`config.mk`:
```
export PLATFORM = sky130hd
export DESIGN_NAME = shift_add_multiplier
export DESIGN_NICKNAME = d
export VERILOG_FILES = /design/src/rtl/shift_add_multiplier.sv
export SDC_FILE = /design/constraint.sdc
export NUM_CORES = 1
export LEC_CHECK = 0
export ABC_AREA = 1
export CAP_MARGIN = 20
export CORE_MARGIN = 2
export CORE_UTILIZATION = 45
export DETAILED_ROUTE_END_ITERATION = 7
export PLACE_DENSITY = 0.69
export SYNTH_ARGS = -nofsm -noshare
export SYNTH_HDL_FRONTEND = slang
export SYNTH_SLANG_ARGS = --single-unit
```
`constraint.sdc`:
```
create_clock -name clk -period 1.4 [get_ports clk]
set_input_delay 0.14 -clock clk [delete_from_list [all_inputs] [get_ports clk]]
set_output_delay 0.14 -clock clk [all_outputs]
set_load 0.03 [all_outputs]
```
`src/rtl/shift_add_multiplier.sv`:
```
// shift_add_multiplier
// Sequential unsigned multiplier, one shift-and-add iteration per clock.
// Product = A * B is available WIDTH cycles after start is accepted.
//
// Handshake: start is sampled only while busy=0. An accepted start captures
// A and B, raises busy on the next cycle and keeps it high for WIDTH cycles.
// On the completion edge Product is updated, done pulses for one cycle and
// busy drops. A start in the done cycle is accepted (back-to-back).
//
// Ports:
//   clk     rising-edge clock
//   rst_n   synchronous active-low reset
//   start   operation request (ignored while busy)
//   A       multiplicand, WIDTH bits
//   B       multiplier, WIDTH bits
//   Product registered 2*WIDTH-bit result, holds until next completion/reset
//   busy    high while an operation is in progress
//   done    one-cycle pulse when Product updates
module shift_add_multiplier #(
  parameter int WIDTH = 4
) (
  input  logic               clk,
  input  logic               rst_n,
  input  logic               start,
  input  logic [WIDTH-1:0]   A,
  input  logic [WIDTH-1:0]   B,
  output logic [2*WIDTH-1:0] Product,
  output logic               busy,
  output logic               done
);

  localparam int CW = $clog2(WIDTH + 1);
  localparam logic [CW-1:0] LAST = CW'(WIDTH - 1);

  typedef enum logic {
    IDLE = 1'b0,
    CALC = 1'b1
  } state_t;

  // Current FSM state, visible for checkers bound to this module.
  state_t state, state_n;

  logic [WIDTH-1:0]   m, m_n;
  logic [WIDTH:0]     acc, acc_n;
  logic [WIDTH-1:0]   q, q_n;
  logic [CW-1:0]      cnt, cnt_n;
  logic [2*WIDTH-1:0] product_n;
  logic               busy_n;
  logic               done_n;
  logic [WIDTH:0]     sum;

  always_ff @(posedge clk) begin
    if (!rst_n) begin
      state   <= IDLE;
      m       <= '0;
      acc     <= '0;
      q       <= '0;
      cnt     <= '0;
      Product <= '0;
      busy    <= 1'b0;
      done    <= 1'b0;
    end else begin
      state   <= state_n;
      m       <= m_n;
      acc     <= acc_n;
      q       <= q_n;
      cnt     <= cnt_n;
      Product <= product_n;
      busy    <= busy_n;
      done    <= done_n;
    end
  end

  always_comb begin
    state_n   = state;
    m_n       = m;
    acc_n     = acc;
    q_n       = q;
    cnt_n     = cnt;
    product_n = Product;
    busy_n    = busy;
    done_n    = 1'b0;
    // Partial-product add; ACC carries one extra bit so the add never overflows.
    sum       = acc + (q[0] ? {1'b0, m} : '0);

    case (state)
      IDLE: begin
        if (start) begin
          m_n     = A;
          q_n     = B;
          acc_n   = '0;
          cnt_n   = '0;
          busy_n  = 1'b1;
          state_n = CALC;
        end
      end
      CALC: begin
        // The consumed multiplier bit drops off the bottom of Q while the
        // lowest sum bit moves into the top of Q.
        {acc_n, q_n} = {sum, q} >> 1;
        cnt_n        = cnt + 1'b1;
        if (cnt == LAST) begin
          product_n = {acc_n[WIDTH-1:0], q_n};
          done_n    = 1'b1;
          busy_n    = 1'b0;
          state_n   = IDLE;
        end
      end
      default: begin
        state_n = IDLE;
      end
    endcase
  end

endmodule

```
# --- After elaboration in Yosys (flattened, before gate mapping) ---
# Cells that the tools add are included.
op_classes:
  bitwise: 1
  add_sub_neg: 2
  n_reduce_logical: 4
  muxes: 14
  eq_ne: 3
ops:
  columns: ["op", "n"]
  rows:
  - ["5-bit one-hot mux with 2 select lines", 1]
  - ["4-bit two-way mux", 2]
  - ["4-bit one-hot mux with 2 select lines", 1]
  - ["2-bit AND reduction", 4]
  - ["3-bit one-hot mux with 2 select lines", 1]
  - ["5-bit by 4-bit adder with 5-bit output", 1]
  - ["1-bit two-way mux", 5]
  - ["5-bit two-way mux", 1]
  - ["1-bit one-hot mux with 2 select lines", 2]
  - ["3-bit by 1-bit adder with 3-bit output, second input constant", 1]
  - ["3-bit by 2-bit == test with 1-bit output, second input constant", 1]
  - ["3-bit two-way mux", 1]
  - ["2-bit by 1-bit inequality test with 1-bit output, second input constant", 1]
  - ["2-bit inequality test, second input constant", 1]
  - ["1-bit inverter", 1]
word_totals:
  word_cells: 32
  output_inout_bits: 10
  in_bits: 11
  ff_bits: 27

# --- Longest topological paths before layout ---
depth:
  depth_word: 3
  mapped_depth: 8
  ltp_nobuf: 8

# --- Least setup slack after synthesis ---
# Ideal clock, no wire load.
synth_timing:
  path_type: "flip-flop to flip-flop"
  from: "register q[0]"
  to: "register acc[1]"
  n_path_buf: 0
  setup_time_ns: 0.070
  slack_ns: -0.140
  synth_period_minus_slack_ns: 1.540
  t_arrival_ns: 1.470
  required_ns: 1.330
  path_stages_with_launch: 8
  path_cell_list: "dfxtp_1 > nand2_1 > inv_1 > ha_1 > fa_1 > xnor2_1 > or2_0 > a21oi_1"
synth_between:
  elab_chain_len: 3
synth_rtl:
  columns: ["item", "line", "source"]
  rows:
  - ["start, declared", "45", "logic [WIDTH-1:0] q, q_n;"]
  - ["start signal, assigned", "66", "q <= q_n;"]
  - ["4-bit two-way mux", "84", "sum = acc + (q[0] ? {1'b0, m} : '0);"]
  - ["5-bit by 4-bit adder with 5-bit output", "84", null]
  - ["5-bit one-hot mux with 2 select lines", "86", "case (state)"]
  - ["end signal, assigned", "65", "acc <= acc_n;"]
  - ["end, declared", "44", "logic [WIDTH:0] acc, acc_n;"]
# No other way between the ends.
# A chain may end at the register's enable or synchronous reset.

# --- Worst setup path after layout ---
# Ends and elaborated chain as after synthesis.

==> qor.csv <==
stage;metric;value;unit
hold_path;Hold Crit Class;input port to register;
cts;CTS sink cnt;26;
synthesis;leading area contributor after synthesis;dfxtp_1;
cts;clock slew at reported path FFs;0.14;ns
synthesis;Synth Cell Area;0.001167;mm2
routing;DRC Markers;0;
cts;htree depth;1;
cts;CTS root buf;clkbuf_4;
grt;global-route met2 utilization;29.56;%
finish;Filler cells;244;
grt;first-pass GRT wire length;3753;um
routing;DR vias;1000;
synthesis;Synth area leaders;dfxtp_1, nand2_1, ha_1;
critical_path;Critical Path Source Type;register;
sta;Setup TNS;-0.3749;ns
synthesis;Post-synth EDFFs;0;
critical_path;Worst Path Required;1.66;ns
synthesis;ys flop type;dfxtp_1;
sta;RSZ-0062 raised after global routing;yes;
synthesis;synthesized area per cell;7.782;um2
synthesis;Syn Inst Count;150;
finish;Non-Filler Instances;206;
synthesis;post-synthesis sequential area ratio;44.59;%
routing;vias per std cell;4.854;
critical_path;crit path DAT;1.80;ns
critical_path;Worst Setup Path Type;register to register;
power;Pwr Density;950.8;mW/mm2
routing;iteration count of the initial detailed-routing pass;4;
cts;worst-skew pair later-pin latency;0.33;ns
floorplanning;initial core utilization;47.12;%
routing;Final Routed Wirelength;2332;um
finish;nets@finish;195;
synthesis;distinct cell type count after synthesis;21;
power;static leakage;0.0007589;uW
grt;Congestion Overflow GR;0;
placed_design;DP HPWL;1697;um
sta;fin crit period;1.537;ns
finish;Antenna diodes;0;
floorplanning;DIE WIDTH;54.93;um
sta;period utilization;109.8;%
synthesis;Syn. warnings;0;
sta;Final setup viols;4;
critical_path;Max FO, Critical Path;5;
sta;Tightest Pin Transition;0.3166;ns
routing;final antenna-violating net count;0;
synthesis;cell with the most instances after synthesis;nand2_1;
routing;Starting DRT DRC Count;15;
sta;clk_skew;0.01037;ns
cts;CTS Buf Count;3;
grt;initial antenna violation count;0;
finish;Core Util, Final;60.96;%
grt;pin count of the biggest net entering global routing;18;
sta;Fin. Hold Viols;0;
sta;max_slew headroom;78.84;%
grt;gr busiest metal;met2;
routing;WL/cell;11.32;um
grt;GR Layer Usage met1;21.98;%
synthesis;Synth top cells by count;nand2_1, dfxtp_1, nand3_1;
floorplanning;Ports;21;
run;Max Cap Violations;0;
cts;clock buffer depth;2;
sta;final worst setup slack;-0.1368;ns
cts;CTS tree;built;
finish;share of cells above drive strength 1;15.91;%
synthesis;fraction of registers with async set/reset;0;%
synthesis;Synth Register Bits;26;
sta;Final Max Slew Viols;0;
outcome;status;complete, but fails checks;
grt;met3 Resource Use GR;2.419;%
finish;layout overhead on the synthesized area;29.37;%
synthesis;Synth top area share;44.59;%
outcome;failing checks;setup timing;
grt;vias in the first global route;873;
placed_design;IO buf count;20;
floorplanning;Site Rows;18;
synthesis;synthesized net count;168;
power;Overall Power;1436;uW
sta;FMAX;0.6507;GHz
power;worst IR drop on VDD;0.0009592;V
grt;gr usage total;17.72;%
placed_design;GP Congestion;0.8352;
floorplanning;chip height;54.93;um
critical_path;Critical Path Sink Type;register;
placed_design;placed insts;201;
floorplanning;CORE AREA;0.002477;mm2
floorplanning;die area;0.003017;mm2
## critical path, stage by stage, from the launching register on
cell and delay (ns):
dfxtp_4 0.39, nand2_2 0.06, inv_2 0.04, ha_4 0.15, fa_2 0.37, xnor2_2 0.15
or2_0 0.20, a21oi_1 0.12
## metrics by stage
| stage | hold WS (ns) | cell area, um2 | worst slack, ns |
|---|---|---|---|
| finish | 0.3984 | 1510 | -0.1368 |
| global route | 0.4048 | 1510 | -0.1902 |
| CTS | 0.3938 | 1456 | -0.1362 |
| detailed placement | 0.4599 | 1415 | -0.1087 |
| global placement | 0.4511 | 1415 | -0.04297 |
| floorplan | 0.3048 | 1172 | -0.02241 |
## path summary, 6_finish.rpt
kind         cells after the start        from  slack (ns)         end
max                              7        q[0]       -0.14      acc[1]
min                              5        B[0]        0.40        q[0]
max reg2reg                      7        q[0]       -0.14      acc[1]
min reg2reg                      2  Product[4]        0.48  Product[4]
## logic make-up after synthesis
logic type	count (synthesis)	synth area share, %
xor gates and xnor gates	1	0.7504
adders and majority gates	7	8.146
and+or+nand+nor	77	29.47
buffers and inverters	21	8.253
DFF	26	44.59
AOI/OAI and AO/OA	18	8.788
## cells in the final DEF, fill, tap and decap left out, types with 2 or more instances in the layout
master and n:
clkdlybuf4s50_1 10, inv_2 4, dlygate4sd2_1 10, a22oi_1 2
nand2_2 2, buf_4 6, o21ai_0 4, dfxtp_1 25
clkbuf_4 3, inv_1 13, nand3_1 14, nor2_1 14
ha_1 4, ha_4 2, a21oi_1 9, nand2_1 41
## power breakdown
| group | switching [uW] | internal [uW] |
|---|---|---|
| clock | 227 | 290 |
| combinational | 73.0 | 62.7 |
| sequential | 20.5 | 763 |
## per-layer routing
metal / part of all wire [%] / up-vias
met1: 48 / 452
met4: 2.5 / 0
met5: 0 / -
li1: - / 528
met2: 47 / 16
met3: 3.2 / 4
## area by class of cell
type                    count  area [um2]  area share [%]
multi-input cells         103       599.3           39.69
flip-flops and latches     26       524.3           34.71
repair buffers             26       232.7           15.41
inverters                  17       63.81           4.225
well taps                  30       37.54           2.485
clock inverters             1       30.03           1.988
clock buffers               3       22.52           1.491
## what timing repair did
| action | in CTS | in global routing |
|---|---|---|
| setup buffers | 0 | 1 |
| hold endpoints to repair | 0 | 0 |
| cloned | 0 | 0 |
| pin swaps | 1 | 1 |
| endpoints found under the setup margin | 14 | 8 |
| hold buffers | 0 | 0 |
| gates resized for setup | 11 | 10 |
## sequential cells by signal, summed over array words and instances (netlist names)
| register | flops |
|---|---|
| q | 4 |
| acc | 4 |
| m | 4 |
| done | 1 |
| cnt | 3 |
| Product | 8 |
| busy | 1 |
| state | 1 |
(Power assumes the default switching activity.)
